**src/rtl/alarm_disp_pkg.sv**
```systemverilog
// Shared types and constants for the alarm display stage.
package alarm_disp_pkg;

  typedef enum logic [2:0] {
    ST_SAMPLE,
    ST_MIN,
    ST_SEC,
    ST_DIGIT,
    ST_COMMIT
  } state_t;

  localparam logic [15:0] CS_PER_MIN = 16'd6000;
  localparam logic [15:0] CS_PER_SEC = 16'd100;
  localparam logic [6:0]  SEG_BLANK  = 7'h7F;

  // Active-low segment pattern for one decimal digit (bit0=a .. bit6=g).
  function automatic logic [6:0] seg_lut(input logic [3:0] d);
    logic [6:0] s;
    case (d)
      4'd0:    s = 7'h40;
      4'd1:    s = 7'h79;
      4'd2:    s = 7'h24;
      4'd3:    s = 7'h30;
      4'd4:    s = 7'h19;
      4'd5:    s = 7'h12;
      4'd6:    s = 7'h02;
      4'd7:    s = 7'h78;
      4'd8:    s = 7'h00;
      4'd9:    s = 7'h10;
      default: s = SEG_BLANK;
    endcase
    return s;
  endfunction

endpackage

```
**src/rtl/alarm_display_seg7_decode.sv**
```systemverilog
// Combinational digit-to-segment decoder with a blank override.
module seg7_decode
  import alarm_disp_pkg::*;
(
  input  logic [3:0] digit,
  input  logic       blank,
  output logic [6:0] seg
);

  assign seg = blank ? SEG_BLANK : seg_lut(digit);

endmodule

```
**src/rtl/alarm_display.sv**
```systemverilog
// Six-digit MM:SS.cc display driver with blink blanking and piezo tone.
// Binary centiseconds are converted by repeated subtraction; all six
// digits are committed together so the display never shows a torn value.
module alarm_display
  import alarm_disp_pkg::*;
#(
  parameter int unsigned BLINK_HALF_CYCLES = 12_500_000,
  parameter int unsigned TONE_HALF_CYCLES  = 25_000
) (
  input  logic        clk,
  input  logic        reset,
  input  logic [15:0] value,
  input  logic        flashOn,
  input  logic        buzzerOn,
  output logic [6:0]  hex5,
  output logic [6:0]  hex4,
  output logic [6:0]  hex3,
  output logic [6:0]  hex2,
  output logic [6:0]  hex1,
  output logic [6:0]  hex0,
  output logic        buzzer
);

  localparam int BW = $clog2(2 * BLINK_HALF_CYCLES);
  localparam logic [BW-1:0] BLINK_LAST = BW'(2 * BLINK_HALF_CYCLES - 1);
  localparam logic [BW-1:0] BLINK_HALF = BW'(BLINK_HALF_CYCLES);
  localparam int TW = $clog2(TONE_HALF_CYCLES + 1);
  localparam logic [TW-1:0] TONE_LAST = TW'(TONE_HALF_CYCLES - 1);

  state_t      state;
  logic [15:0] rem;
  logic [3:0]  min_r;
  logic [6:0]  sec_r;
  logic [6:0]  cs_r;
  logic [3:0]  min_t;
  logic [3:0]  sec_t;
  logic [3:0]  cs_t;
  logic        digit_done;

  logic [6:0]  seg5_d, seg4_d, seg3_d, seg2_d, seg1_d, seg0_d;
  logic [6:0]  hex5_q, hex4_q, hex3_q, hex2_q, hex1_q, hex0_q;

  logic [BW-1:0] blink_cnt;
  logic          blank_q;
  logic [TW-1:0] tone_cnt;

  assign digit_done = (min_r < 4'd10) && (sec_r < 7'd10) && (cs_r < 7'd10);

  // Decode the working digits; only latched into the display at COMMIT.
  seg7_decode u_seg5 (.digit(min_t),      .blank(min_t == 4'd0), .seg(seg5_d));
  seg7_decode u_seg4 (.digit(min_r),      .blank(1'b0),          .seg(seg4_d));
  seg7_decode u_seg3 (.digit(sec_t),      .blank(1'b0),          .seg(seg3_d));
  seg7_decode u_seg2 (.digit(sec_r[3:0]), .blank(1'b0),          .seg(seg2_d));
  seg7_decode u_seg1 (.digit(cs_t),       .blank(1'b0),          .seg(seg1_d));
  seg7_decode u_seg0 (.digit(cs_r[3:0]),  .blank(1'b0),          .seg(seg0_d));

  // Free-running conversion FSM; display registers change only in COMMIT.
  always_ff @(posedge clk) begin
    if (reset) begin
      state  <= ST_SAMPLE;
      hex5_q <= SEG_BLANK;
      hex4_q <= SEG_BLANK;
      hex3_q <= SEG_BLANK;
      hex2_q <= SEG_BLANK;
      hex1_q <= SEG_BLANK;
      hex0_q <= SEG_BLANK;
    end else begin
      case (state)
        ST_SAMPLE: begin
          rem   <= value;
          min_r <= 4'd0;
          sec_r <= 7'd0;
          cs_r  <= 7'd0;
          min_t <= 4'd0;
          sec_t <= 4'd0;
          cs_t  <= 4'd0;
          state <= ST_MIN;
        end
        ST_MIN: begin
          if (rem >= CS_PER_MIN) begin
            rem   <= rem - CS_PER_MIN;
            min_r <= min_r + 4'd1;
          end else begin
            state <= ST_SEC;
          end
        end
        ST_SEC: begin
          if (rem >= CS_PER_SEC) begin
            rem   <= rem - CS_PER_SEC;
            sec_r <= sec_r + 7'd1;
          end else begin
            cs_r  <= rem[6:0];
            state <= ST_DIGIT;
          end
        end
        ST_DIGIT: begin
          if (min_r >= 4'd10) begin
            min_r <= min_r - 4'd10;
            min_t <= min_t + 4'd1;
          end
          if (sec_r >= 7'd10) begin
            sec_r <= sec_r - 7'd10;
            sec_t <= sec_t + 4'd1;
          end
          if (cs_r >= 7'd10) begin
            cs_r <= cs_r - 7'd10;
            cs_t <= cs_t + 4'd1;
          end
          if (digit_done) state <= ST_COMMIT;
        end
        ST_COMMIT: begin
          hex5_q <= seg5_d;
          hex4_q <= seg4_d;
          hex3_q <= seg3_d;
          hex2_q <= seg2_d;
          hex1_q <= seg1_d;
          hex0_q <= seg0_d;
          state  <= ST_SAMPLE;
        end
        default: state <= ST_SAMPLE;
      endcase
    end
  end

  // Blink phase counter; the off-phase blank flag lags the counter by one cycle.
  always_ff @(posedge clk) begin
    if (reset) begin
      blink_cnt <= '0;
      blank_q   <= 1'b0;
    end else begin
      if (!flashOn)                  blink_cnt <= '0;
      else if (blink_cnt == BLINK_LAST) blink_cnt <= '0;
      else                           blink_cnt <= blink_cnt + 1'b1;
      blank_q <= flashOn && (blink_cnt >= BLINK_HALF);
    end
  end

  assign hex5 = blank_q ? SEG_BLANK : hex5_q;
  assign hex4 = blank_q ? SEG_BLANK : hex4_q;
  assign hex3 = blank_q ? SEG_BLANK : hex3_q;
  assign hex2 = blank_q ? SEG_BLANK : hex2_q;
  assign hex1 = blank_q ? SEG_BLANK : hex1_q;
  assign hex0 = blank_q ? SEG_BLANK : hex0_q;

  // Square-wave tone: toggle every TONE_HALF_CYCLES while enabled, else idle low.
  always_ff @(posedge clk) begin
    if (reset || !buzzerOn) begin
      tone_cnt <= '0;
      buzzer   <= 1'b0;
    end else if (tone_cnt == TONE_LAST) begin
      tone_cnt <= '0;
      buzzer   <= ~buzzer;
    end else begin
      tone_cnt <= tone_cnt + 1'b1;
    end
  end

endmodule
```
**config.mk**
```make
export PLATFORM = sky130hd
export DESIGN_NAME = alarm_display
export DESIGN_NICKNAME = d
export VERILOG_FILES = /design/src/rtl/alarm_disp_pkg.sv /design/src/rtl/alarm_display_seg7_decode.sv /design/src/rtl/alarm_display.sv
export SDC_FILE = /design/constraint.sdc
export NUM_CORES = 1
export LEC_CHECK = 0
export ABC_CLOCK_PERIOD_IN_PS = 3550
export BUFFER_PORTS_ARGS = -buffer_cell sky130_fd_sc_hd__buf_2
export CAP_MARGIN = 20
export CORE_AREA = 2 2 140 142
export DETAILED_ROUTE_END_ITERATION = 16
export DIE_AREA = 0 0 142 144
export GPL_ROUTABILITY_DRIVEN = 0
export PLACE_DENSITY_LB_ADDON = 0.05
export SLEW_MARGIN = 20
export SYNTH_ARGS = -nofsm -noshare
export SYNTH_HDL_FRONTEND = slang
export SYNTH_SLANG_ARGS = --single-unit
```
**constraint.sdc**
```tcl
create_clock -name clk -period 3.55 [get_ports clk]
set_input_delay 0.71 -clock clk [delete_from_list [all_inputs] [get_ports clk]]
set_output_delay 0.71 -clock clk [all_outputs]
set_load 0.02 [all_outputs]
```
### Yosys cells after proc, flatten, opt, wreduce, memory -nomap -nowiden

Memory sizes are Yosys's and may differ from the RTL's. A register that Yosys moved wholly into a read port is not among the register bits.
Index checks and enable logic that the tools add are counted.

| storage, ports and cells | value |
|---|---|
| bits in registers | 98 |
| ROM bits | 672 |
| output and inout bits | 43 |
| word-level logic and storage cells | 108 |
| memories kept | 6 |

| cells by class | value |
|---|---|
| add/sub/neg operators | 12 |
| order comparisons | 9 |
| equal/unequal tests | 14 |
| multiplexer cells | 30 |
| bitwise operators | 3 |
| reductions and logical operators | 21 |

Memories:

| memory | depth | width | read ports | clocked after memory_dff | wr ports | RTL line | source |
|---|---|---|---|---|---|---|---|
| (name not given) | 16 | 7 | 1 | 1 | 0 | alarm_disp_pkg.sv:19 | `case (d)` |
| (name not given) | 16 | 7 | 1 | 1 | 0 | alarm_disp_pkg.sv:19 |  |
| (name not given) | 16 | 7 | 1 | 1 | 0 | alarm_disp_pkg.sv:19 |  |
| (name not given) | 16 | 7 | 1 | 1 | 0 | alarm_disp_pkg.sv:19 |  |
| (name not given) | 16 | 7 | 1 | 1 | 0 | alarm_disp_pkg.sv:19 |  |
| (name not given) | 16 | 7 | 1 | 1 | 0 | alarm_disp_pkg.sv:19 |  |

Operators with widths:

| operator | number |
|---|---|
| $mux 7 | 11 |
| $pmux 16 s3 | 1 |
| $pmux 7 s3 | 2 |
| $mux 16 | 2 |
| $add 25x1->25 const B | 1 |
| $eq 25x25->1 const B | 1 |
| $ge 25x24->1 const B | 1 |
| $mux 4 | 6 |
| $pmux 4 s2 | 3 |
| $add 4x1->4 const B | 4 |
| $ge 16x13->1 const B | 1 |
| $ge 16x7->1 const B | 1 |
| $ne 2x2->1 const B | 8 |
| $reduce_and 4->1 | 4 |
| $sub 16x13->16 const B | 1 |
| $sub 16x7->16 const B | 1 |
| $add 15x1->15 const B | 1 |
| $eq 15x15->1 const B | 1 |
| $ge 7x4->1 const B | 2 |
| $lt 7x4->1 const B | 2 |
| $sub 7x4->7 const B | 2 |
| $pmux 3 s4 | 1 |
| $pmux 4 s3 | 1 |
| $reduce_and 3->1 | 4 |
| other kinds (18) | 27 |

### Depth between registers and ports, before layout

| logic depth | value |
|---|---|
| word-level depth | 5 |
| mapped depth | 9 |
| depth with buffers taken out | 9 |

### By module

From an unflattened synthesis, not the netlist that was laid out.

| unflattened totals | value |
|---|---|
| cell total of the unflattened synthesis | 930 |
| area, all modules | 8,252.9 um^2 |

By module, submodules not included:

| module | times used | cells each | area each (um^2) |
|---|---|---|---|
| alarm_display | 1 | 732 | 6,840.3 |
| seg7_decode at u_seg0 ... | 5 | 33 | 235.2 |
| seg7_decode at u_seg5 | 1 | 33 | 236.5 |

### Worst setup path after synthesis

No wires, ideal clock.

| path | value |
|---|---|
| path kind | register to register |
| start | register rem[8] |
| end | register cs_r[1] (enable) |
| setup time | 386 ps |
| arrival | 2,227 ps |
| required time | 3,164 ps |
| path slack | 938 ps |
| stages on the path, launching flop included | 7 |
| path buffers | 1 |
| period minus slack after synthesis | 2,612 ps |
| path through | edfxtp_1 -> buf_2 -> or4_4 -> nor3_2 -> nand4_1 -> a21o_1 -> nor4_1 |

| between the ends | value |
|---|---|
| word-level cells in the longest chain between the ends | 3 |

RTL lines:

| element | RTL line | source |
|---|---|---|
| start, declared | alarm_display.sv:31 | `logic [15:0] rem;` |
| start signal, assigned | alarm_display.sv:70 | `rem <= value;` |
| start signal, assigned | alarm_display.sv:81 | `rem <= rem - CS_PER_MIN;` |
| start signal, assigned | alarm_display.sv:89 | `rem <= rem - CS_PER_SEC;` |
| $ge 16x7->1 | alarm_display.sv:88 | `if (rem >= CS_PER_SEC) begin` |
| $ne 2x2->1 (no line) | -- |  |
| $reduce_and 4->1 (no line) | -- |  |
| end signal, assigned | alarm_display.sv:92 | `cs_r <= rem[6:0];` |
| end signal, assigned | alarm_display.sv:106 | `cs_r <= cs_r - 7'd10;` |
| end, declared | alarm_display.sv:34 | `logic [6:0] cs_r;` |

Every way passes these cells.
A chain may end at the register's enable or synchronous reset.

==> reports/qor.yml <==
die_h_um: 144
total_leakage_power_nw: 3.409
fmax_mhz: 370.1
rsz0062_at_grt: "no"
yosysWarnings: 0
synth_commonest_cells: "nor2_1 (100), dfxtp_1 (94), nand2_1 (70), o21ai_0 (49), edfxtp_1 (46)"
drt-pass1-iter-count: 6
post_cts.repair.setup_buffers: 0
antenna_found_initial: 0
ys_seq_area_frac: 0.4156
ctsHtreeMaxLevel: 4
root_buffer: "clkbuf_16"
slew-limit-headroom: 0.3395
vias: 6313
ioPinCount: 63
synthArstFlopShare: 0
tightest_slew_ns: 0.9906
grt_max_degree: 46
wl_per_cell_um: 15.51
core_area_mm2: 0.01908
cp.arrival_ns: 2.97
dr.first_iter.drc_count: 411
area.growth.synth_to_final_pct: 14.15
hold_violations: 0
setup_viol: 0
required_ns: 3.82
antenna_cells: 0
clk_pin_slew_ns: 0.06
min_period_ns: 2.702
cts_sinks: 140
ys_types: 69
cts_resized: 0
routed_via_density: 5.359
syn_nets: 949
cts_max_path_buffers: 2
ys_top_cells_by_area: "dfxtp_1 (24%), edfxtp_1 (18%), ha_1 (7.0%)"
ys.flop_type: "dfxtp_1"
slew_violations: 0
overflow: 0
fin_setup_tns_ns: 0
grt_usage: 0.1851
post-route-drc-count: 0
dieArea_mm2: 0.02045
utilization: 0.4698
grt_first_pass_wirelength_um: 30500
fp-row-count: 51
start_util: 0.4116
clock_latency_ns: 0.42
status: "completed"
worstPathMaxFanout: 6
hold_buffers: 0
hold_path.class: "register to register"
whs_ns: 0.4419
io_buffer_count: 62
synthCells: 885
ir_drop_mv: 0.3805
min_period_over_period: 0.7611
nFillCells: 1822
r2r_slack_ns: 0.85
grt_pass1_vias: 6071
worst_clock_skew_ns: 0.006392
max-cap-violations: 0
post-place-ws_ns: 0.7859
crit_type: "register to register"
power_density_mw_per_mm2: 676.4
synth_edf_count: 46
setup_ws_ns: 0.8480
synthesis.area_mm2: 0.007853
dp_hpwl_um: 13060
finish.net_count: 991
drive_gt1_frac: 0.1723
synth_area_per_cell_um2: 8.873
start_kind: "register"
drtAntennaViolNets: 0
synth_top_area_frac: 0.2396
wl_um: 18280
synth_most_common_cell: "nor2_1"
crit_path_end_kind: "register"
synth_seq_cells: 140
yosysTopAreaCell: "dfxtp_1"
cts_tree: "built"
total_power_mw: 6.063
numCtsBuffers: 17
die_x_um: 142
per-layer routing:
layer	share of wire	wire length (um)	GRT usage	vias to the layer above
met2	0.45	8241	0.2916	134
met5	0	0	0	-
met3	0.044	809	0.04238	11
li1	-	-	-	3205
met4	0.0083	152	0.05316	0
met1	0.50	9072	0.2550	2963
flip-flops by register name (all words and copies together), names as in the netlist, named ones only:
| signal | flops |
|---|---|
| blank_q | 1 |
| blink_cnt | 25 |
| buzzer | 1 |
| cs_r | 7 |
| cs_t | 4 |
| hex0_q | 7 |
| hex1_q | 7 |
| hex2_q | 7 |
| hex3_q | 7 |
| hex4_q | 7 |
| hex5_q | 7 |
| min_r | 4 |
| min_t | 4 |
| rem | 16 |
| sec_r | 7 |
| sec_t | 4 |
| state | 3 |
| tone_cnt | 15 |
path summary, 6_finish.rpt:
kind / start / endpoint / cells after the start
max reg2reg: min_r[0]$_DFFE_PP_ / register / 9
max: min_r[0]$_DFFE_PP_ / register / 9
min reg2reg: register / hex5_q[5]$_SDFFE_PP1N_ / 2
min: register / hex5_q[5]$_SDFFE_PP1N_ / 2
stage by stage:
stage	cells	area, um2
finish	1178	8964
floorplan	885	7853
global placement	1146	8343
global route	1178	8964
detailed placement	1146	8343
CTS	1178	8962
cells by family after synthesis:
logic type / count (synthesis) / synth area share
simple gates: 339 / 0.2159
compound gates: 193 / 0.1660
flops: 140 / 0.4156
buf+inv: 96 / 0.04812
xor+xnor: 59 / 0.06581
fa+ha+maj: 44 / 0.07011
mux: 14 / 0.01848
worst max-delay path, cell delays in order (launching register included):
cell      delay, ns
edfxtp_1       0.45
inv_1          0.13
ha_1           0.28
o31ai_1        0.44
o21ai_0        0.17
a22oi_1        0.44
inv_1          0.15
ha_1           0.25
mux2i_1        0.13
mux2i_1        0.11
layout by cell type (no fill, tap or decap), types with 6 or more instances in the layout:
cell	count
a211oi_1	6
a21oi_1	42
a221o_1	15
and2_1	11
and3_1	10
buf_2	62
buf_4	11
clkbuf_16	20
dfxtp_1	93
edfxtp_1	46
ha_1	44
inv_1	44
mux2i_1	13
nand2_1	70
nand2b_1	9
nand3_1	27
nand4_1	12
nor2_1	100
nor2b_1	7
nor3_1	19
nor4_1	8
o211ai_1	7
o21ai_0	49
o221ai_1	7
o22ai_1	17
or2_2	43
xnor2_1	36
xor2_1	23
where the power goes:
| part | internal (mW) | switching (mW) | total (mW) |
|---|---|---|---|
| clock | 1.14 | 0.677 | 1.82 |
| combinational | 0.760 | 1.08 | 1.84 |
| sequential | 2.02 | 0.386 | 2.40 |
cell type report:
class	instances	area (um2)	area share
clock buffers	24	545.5	0.06086
clock inverters	8	73.82	0.008236
inverters	46	173.9	0.01940
multi-input cells	649	4215	0.4703
flip-flops and latches	140	3264	0.3642
well taps	238	297.8	0.03322
repair buffers	73	392.9	0.04383
No activity file was read; power rests on OpenSTA's default activity.
